File: src/rtl/mem_arbiter.sv
// Two-master round-robin arbiter in front of a single-port valid/ready memory:
// one transaction outstanding, one release cycle after each, watchdog-bounded.
module mem_arbiter #(
    parameter int unsigned TIMEOUT_CYCLES = 64,
    parameter logic [31:0] TIMEOUT_RDATA  = 32'hDEAD_BEEF
) (
    input  logic        clk,
    input  logic        reset,
    input  logic        m0_valid,
    input  logic [31:0] m0_addr,
    input  logic [31:0] m0_wdata,
    input  logic [3:0]  m0_wstrb,
    output logic        m0_ready,
    output logic [31:0] m0_rdata,
    input  logic        m1_valid,
    input  logic [31:0] m1_addr,
    input  logic [31:0] m1_wdata,
    input  logic [3:0]  m1_wstrb,
    output logic        m1_ready,
    output logic [31:0] m1_rdata,
    output logic        s_mem_valid,
    output logic [31:0] s_mem_addr,
    output logic [31:0] s_mem_wdata,
    output logic [3:0]  s_mem_wstrb,
    input  logic        s_mem_ready,
    input  logic [31:0] s_mem_rdata,
    output logic        grant,
    output logic        timeout_err
);
    typedef enum logic [1:0] { IDLE, BUSY, RELEASE } state_t;

    localparam logic [7:0] WDOG_LAST = 8'(TIMEOUT_CYCLES - 1);

    state_t      r_state;
    state_t      w_next;
    logic        r_last_grant;
    logic        r_grant;
    logic        r_timeout_err;
    logic        r_s_valid;
    logic [31:0] r_s_addr;
    logic [31:0] r_s_wdata;
    logic [3:0]  r_s_wstrb;
    logic        r_m0_ready;
    logic        r_m1_ready;
    logic [31:0] r_m0_rdata;
    logic [31:0] r_m1_rdata;
    logic [7:0]  r_wdog;

    logic        w_any;
    logic        w_winner;
    logic        w_done;
    logic        w_timeout;
    logic [31:0] w_ret_data;

    always_comb begin
        w_any      = m0_valid | m1_valid;
        // contention goes to the master that did not own the previous transaction
        w_winner   = (m0_valid && m1_valid) ? ~r_last_grant : m1_valid;
        w_done     = (r_state == BUSY) && s_mem_ready;
        w_timeout  = (r_state == BUSY) && !s_mem_ready && (r_wdog == WDOG_LAST);
        w_ret_data = w_done ? s_mem_rdata : TIMEOUT_RDATA;
        w_next     = r_state;
        case (r_state)
            IDLE:    if (w_any) w_next = BUSY;
            BUSY:    if (w_done || w_timeout) w_next = RELEASE;
            RELEASE: w_next = IDLE;
            default: w_next = IDLE;
        endcase
    end

    always_ff @(posedge clk or posedge reset) begin
        if (reset) begin
            r_state <= IDLE;
        end else begin
            r_state <= w_next;
        end
    end

    always_ff @(posedge clk or posedge reset) begin
        if (reset) begin
            r_last_grant  <= 1'b1;
            r_grant       <= 1'b0;
            r_timeout_err <= 1'b0;
            r_s_valid     <= 1'b0;
            r_s_addr      <= '0;
            r_s_wdata     <= '0;
            r_s_wstrb     <= '0;
            r_m0_ready    <= 1'b0;
            r_m1_ready    <= 1'b0;
            r_m0_rdata    <= '0;
            r_m1_rdata    <= '0;
            r_wdog        <= '0;
        end else begin
            r_m0_ready <= 1'b0;
            r_m1_ready <= 1'b0;
            case (r_state)
                IDLE: begin
                    if (w_any) begin
                        r_s_addr     <= w_winner ? m1_addr  : m0_addr;
                        r_s_wdata    <= w_winner ? m1_wdata : m0_wdata;
                        r_s_wstrb    <= w_winner ? m1_wstrb : m0_wstrb;
                        r_grant      <= w_winner;
                        r_last_grant <= w_winner;
                        r_wdog       <= '0;
                        r_s_valid    <= 1'b1;
                    end
                end
                BUSY: begin
                    r_wdog <= r_wdog + 8'd1;
                    if (w_done || w_timeout) begin
                        r_s_valid <= 1'b0;
                        if (r_grant) begin
                            r_m1_ready <= 1'b1;
                            r_m1_rdata <= w_ret_data;
                        end else begin
                            r_m0_ready <= 1'b1;
                            r_m0_rdata <= w_ret_data;
                        end
                        if (w_timeout) r_timeout_err <= 1'b1;
                    end
                end
                default: ;
            endcase
        end
    end

    assign s_mem_valid = r_s_valid;
    assign s_mem_addr  = r_s_addr;
    assign s_mem_wdata = r_s_wdata;
    assign s_mem_wstrb = r_s_wstrb;
    assign m0_ready    = r_m0_ready;
    assign m1_ready    = r_m1_ready;
    assign m0_rdata    = r_m0_rdata;
    assign m1_rdata    = r_m1_rdata;
    assign grant       = r_grant;
    assign timeout_err = r_timeout_err;

endmodule
File: config.mk
export PLATFORM = sky130hd
export DESIGN_NAME = mem_arbiter
export DESIGN_NICKNAME = d
export VERILOG_FILES = /design/src/rtl/mem_arbiter.sv
export SDC_FILE = /design/constraint.sdc
export NUM_CORES = 1
export LEC_CHECK = 0
export BUFFER_PORTS_ARGS = -buffer_cell sky130_fd_sc_hd__buf_2
export CORE_MARGIN = 8
export CORE_UTILIZATION = 47
export CTS_BUF_LIST = sky130_fd_sc_hd__clkbuf_16
export DETAILED_ROUTE_END_ITERATION = 12
export GPL_TIMING_DRIVEN = 0
export PLACE_DENSITY = 0.8
export SYNTH_ARGS = -nofsm -noshare
export SYNTH_HDL_FRONTEND = slang
export SYNTH_SLANG_ARGS = --single-unit
File: constraint.sdc
create_clock -name clk -period 5.1 [get_ports clk]
set_input_delay 0.51 -clock clk [delete_from_list [all_inputs] [get_ports clk]]
set_output_delay 0.51 -clock clk [all_outputs]
set_load 0.01 [all_outputs]
==> results.cfg, run 1 <==
[cts]
cts_resized = 0
clock-sinks = 148
clkTransAtPathRegs_ns = 0.06
cts_hold_buf = 0
cts_setup_buffers = 0
numCtsBuffers = 17
cts_tree = built
cts_max_path_buffers = 2
clk_latency_ns = 0.42
cts.htree.levels = 4
cts.root.buffer_cell = clkbuf_16

[route]
num_vias = 6388
drtPass1Iterations = 5
vias_per_cell = 5.17
ant_nets = 0
wl_per_cell_um = 18.1
drt_wl_total_um = 22300
drcViolationCount = 0
drtIter0Drc = 338

[critical_path]
ff2ff_path_depth = 6
regToRegStartpoint = r_state[1]
critPathLaunchType = flip-flop
crit_arrival_ns = 2.32
critPathKind = flip-flop to flip-flop
critPathCaptureType = flip-flop
rrSetupSlack_ns = 3.12
critPathMaxFanout = 10
required_ns = 5.43
r2r-end = s_mem_wdata[8]

[logic_synthesis]
netlist_area_um2 = 6790
synth_cells = 710
ys_types = 34
async_flop_share = 1.00
synth_warnings = 0
synth_seq_cells = 148
synth_top_cells_by_count = dfrtp_1 (147), nor2_1 (110), nand2_1 (102)
postSynthAreaPerCell_um2 = 9.56
synthesis.nets = 884
synthTopCellsByArea = dfrtp_1 (54%), mux2i_1 (11%), nor2_1 (6.1%)
synthFlopType = dfrtp_1
yosysTopAreaCell = dfrtp_1
synth_most_common_cell = dfrtp_1
synth-edff-count = 0
yosys.area.top_type_share = 0.542
synth_seq_area_share = 0.546

[global_routing]
gr-total-overflow = 0
antenna_found_initial = 3
grt_max_degree = 88
grt_pass1_vias = 6452
grt_pass1_wl_um = 34000
grt_util_all_layers = 0.238

[placed_design]
hpwl_um = 17300
portBuffers = 309
pre_cts_ws_ns = 2.82
place_congestion = 0.880

[sta]
hold_viol = 0
max-slew-margin-rel = 0.433
min_period_ns = 1.98
setup_ws_ns = 3.12
fin_tns_setup_ns = 0
setup_viol = 0
fin_crit_sh = 0.389
rsz0062_at_grt = no
drv_slew = 0
fin_worst_skew_ns = 0.00854
timing.fmax_mhz = 504
worst_pin_slew_ns = 0.845

[cells_and_area]
drive_gt1_frac = 0.356
area_growth_pct = 35.3
fin_util = 0.642
nNetsFinal = 1213
n_antenna_cell = 0

[pwr]
vdd_ir_drop_max_uv = 253
power_density_nw_per_um2 = 629
power_uw = 5780
power.leakage_uw = 0.00467

[status]
outcome = finished, final reports clean

[floorplanning]
row_count = 44
coreArea_um2 = 14300
die_h_um = 136
io_pins = 310
start_util = 0.474
die_x_um = 136
dieArea_um2 = 18500

[hold_path]
hp-class = input port to async pin

[job]
max_cap_viol_count = 0
-- cells by family after synthesis --
logic type,Yosys count,synth area share
AND/OR/NAND/NOR,302,0.192
adder cells (fa/ha/maj),1,0.00184
flip-flops,148,0.546
AO/OA/AOI/OAI,132,0.116
buffers and inverters,54,0.0372
multiplexers,73,0.108
-- routing by layer --
metal / vias up / wire length, um / part of all wire / GRT usage
met4: 6 / 514 / 0.023 / 0.0891
met5: - / 40 / 0.0018 / 0
met3: 41 / 1690 / 0.076 / 0.0710
met1: 2996 / 8640 / 0.39 / 0.265
li1: 3078 / - / - / -
met2: 267 / 11400 / 0.51 / 0.420
-- state kept, by name, summed over array words and instances (netlist names) --
register and flops:
r_state 2, m0_rdata 32, m1_rdata 32, m0_ready 1, grant 1, timeout_err 1, s_mem_wstrb 4, s_mem_addr 32
s_mem_valid 1, r_wdog 8, m1_ready 1, r_last_grant 1, s_mem_wdata 32
-- how the worst max path moves through the flow --
stage | startpoint | to | slack [ns] | depth (start not counted)
after floorplan | reset | grant | 0.61 | 1
after global placement | reset | s_mem_wdata[6] | -1.11 | 2
after detailed placement | m1_valid | s_mem_wdata[14] | 2.82 | 6
after CTS | r_state[1] | s_mem_wdata[14] | 3.07 | 6
after global routing | r_state[1] | s_mem_wdata[11] | 2.94 | 6
final | r_state[1] | s_mem_wdata[8] | 3.12 | 6
-- worst max-delay path, stage by stage, from the launching register on --
cell and delay, ns:
dfrtp_1 0.45, nor2_1 0.12, o21ai_1 0.47, buf_2 0.40, buf_2 0.30, nand2_1 0.07, o21ai_0 0.08
-- cells in the final DEF (no fill, tap or decap), drive strengths merged --
cell	n
buf	336
dfrtp	147
nor2	110
nand2	102
o21ai	75
mux2i	72
nor3	51
clkbuf	42
a211oi	24
nor2b	24
a21oi	12
a21o	8
o211ai	8
nand3	6
clkinv	6
clkinvlp	5
inv	5
a31oi	3
and3b	2
bufinv	2
and2b	1
and4	1
a21boi	1
and2	1
nand2b	1
and3	1
or2	1
a22o	1
nand4	1
mux2	1
ha	1
dfstp	1
-- through the flow --
step | hold WS (ns) | cell area, um2 | instances
3_3_place_gp | 0.450 | 8570 | 1203
6_report | 0.151 | 9180 | 1236
3_5_place_dp | 0.456 | 8600 | 1204
2_1_floorplan | 0.466 | 6790 | 710
5_1_grt | 0.186 | 9180 | 1236
4_1_cts | 0.171 | 9180 | 1236
-- cell type report --
class	instances	area, um2
inverter	3	16.3
timing repair buffer	310	1570
fill	1212	5130
clock buffer	17	425
clock inverter	15	159
buffer	51	241
multi-input combinational	508	2830
sequential	148	3700
tap	184	230
-- power by group --
group / total (uW) / leakage [uW] / internal [uW] / switching (uW)
Clock: 1240 / 0.000270 / 722 / 515
Combinational: 2470 / 0.00257 / 957 / 1520
Sequential: 2060 / 0.00183 / 1710 / 353
(Power assumes the default switching activity.)
==> run 2: changes to the inputs <==
==> constraint.sdc (replaced) <==
create_clock -name clk -period 2.05 [get_ports clk]
set_input_delay 0.205 -clock clk [delete_from_list [all_inputs] [get_ports clk]]
set_output_delay 0.205 -clock clk [all_outputs]
set_load 0.01 [all_outputs]
==> run 2 against run 1 <==
Compared with the run above:
- sequential power grew to 2.5 times the previous value
- routed wire length is 1.9% higher
- die area stayed put
- cell count is 0.40% higher
- setup slack worse by 3.0 ns
- register-to-register slack worse by 3.0 ns
- clock-buffer cell count stayed put
- global-route usage is 0.13 points higher
- combinational power is 150% higher
- critical endpoint is now m1_rdata[23]
- largest cell class unchanged
==> results.cfg, run 2 (synthesis results as in run 1) <==
[critical_path]
crit_arrival_ns = 2.19
critPathMaxFanout = 10
cp_top_family = buffers and inverters
critPathLaunchType = flip-flop
critPathKind = flip-flop to flip-flop
critPathCaptureType = flip-flop
cp_num_buf_inv = 3
crit_chain = ha_1 -> and3b_1 -> buf_2 -> a31oi_4 -> inv_2 -> buf_4 -> nor2_1 -> a211oi_1
cpPeakStageDelay_ns = 0.42
required_ns = 2.33
cp_slowest_cell = dfrtp_1

[sta]
hold_viol = 0
timing.fmax_mhz = 523
setup_ws_ns = 0.137
max-slew-margin-rel = 0.542
min_period_ns = 1.91
drv_slew = 0
setup_viol = 0
rsz0062_at_grt = no
fin_worst_skew_ns = 0.00738
worst_pin_slew_ns = 0.685
fin_crit_sh = 0.933

[cts]
clock-sinks = 148
cts.root.buffer_cell = clkbuf_16
clk_latency_ns = 0.42
cts.htree.levels = 4
cts_tree = built
cts_max_path_buffers = 2
clkTransAtPathRegs_ns = 0.06
numCtsBuffers = 17

[cells_and_area]
fin_util = 0.646
final_common_cell = buf_2
layout_common_cells = buf_2 (328), dfrtp_1 (147), nor2_1 (110), nand2_1 (102), mux2i_1 (72)
drive_gt1_frac = 0.355
area_growth_pct = 36.2
nFillCells = 1232
final_area_um2 = 9240
nNetsFinal = 1217

[floorplanning]
io_pins = 310
row_count = 44
dieArea_um2 = 18500
start_util = 0.474
coreArea_um2 = 14300
die_x_um = 136
die_h_um = 136

[route]
vias_per_cell = 5.24
drcViolationCount = 0
num_vias = 6497
wl_per_cell_um = 18.3
drtIter0Drc = 322
drtPass1Iterations = 6
ant_nets = 0
drt_wl_total_um = 22700

[global_routing]
grt_pass1_vias = 6446
gr-total-overflow = 0
grt_util_all_layers = 0.239
antenna_found_initial = 4
grt_max_degree = 42
grt_pass1_wl_um = 34100

[pwr]
vdd_ir_drop_max_uv = 647
power.leakage_uw = 0.00470
power_uw = 14400
power_density_nw_per_um2 = 1560

[hold_path]
hp-class = input port to flip-flop

[placed_design]
portBuffers = 309
hpwl_um = 17700
pre_cts_ws_ns = 0.0434
place_congestion = 0.882
dpl_cell_area_um2 = 8630

[job]
max_cap_viol_count = 0

[status]
outcome = finished, final reports clean
## run 2: final timing paths
check,cells past startpoint,startpoint,endpoint,slack (ns)
hold / removal,3,m0_wdata[5],s_mem_wdata[5],0.05
setup reg to reg,8,r_wdog[0],m1_rdata[23],0.14
max in group asynchronous,5,reset,r_last_grant,0.65
min in group asynchronous,3,reset,s_mem_wstrb[2],0.43
hold reg to reg,1,timeout_err,timeout_err,0.47
setup / recovery,8,r_wdog[0],m1_rdata[23],0.14
## run 2: what timing repair did
action / CTS / global route
resized for setup: 0 / 1
setup endpoints to repair: 0 / 44
buffers inserted: 0 / 0
hold buffers: 2 / 0
endpoints found under the hold margin: 28 / 0
## run 2: where the power goes
part / switching, uW / internal [uW] / total (uW)
Combinational: 3760 / 2390 / 6150
Clock: 1240 / 1890 / 3130
Sequential: 910 / 4260 / 5170
Total: 5910 / 8540 / 14400
## run 2: stage by stage
stage | TNS (ns) | hold slack (ns) | instances
global route | 0 | 0.0573 | 1241
floorplan | -2.23 | 0.268 | 710
global placement | -143.42 | 0.406 | 1203
CTS | 0 | 0.0397 | 1240
detailed placement | 0 | 0.337 | 1206
finish | 0 | 0.0526 | 1241
## run 2: worst min-delay path, stage by stage
cell and delay (ns):
buf_2 0.07, mux2i_1 0.05, o21ai_1 0.10
## run 2: routing by layer
| metal | track usage | part of all wire | wire [um] | vias to the layer above |
|---|---|---|---|---|
| li1 | - | - | - | 3083 |
| met5 | 0 | 0.0015 | 34 | - |
| met1 | 0.271 | 0.38 | 8720 | 3085 |
| met4 | 0.0866 | 0.020 | 463 | 6 |
| met3 | 0.0732 | 0.079 | 1800 | 37 |
| met2 | 0.417 | 0.52 | 11700 | 286 |
## run 2: cell type report
cell class / count / area (um2) / share of cell area
multi-input cells: 508 / 2840 / 0.307
clock buffers: 17 / 425 / 0.0460
well taps: 184 / 230 / 0.0249
flip-flops and latches: 148 / 3700 / 0.401
plain buffers: 51 / 241 / 0.0261
clock inverters: 15 / 163 / 0.0176
inverters: 3 / 15.0 / 0.00162
diodes: 1 / 2.50 / 0.000271
repair buffers: 314 / 1630 / 0.176
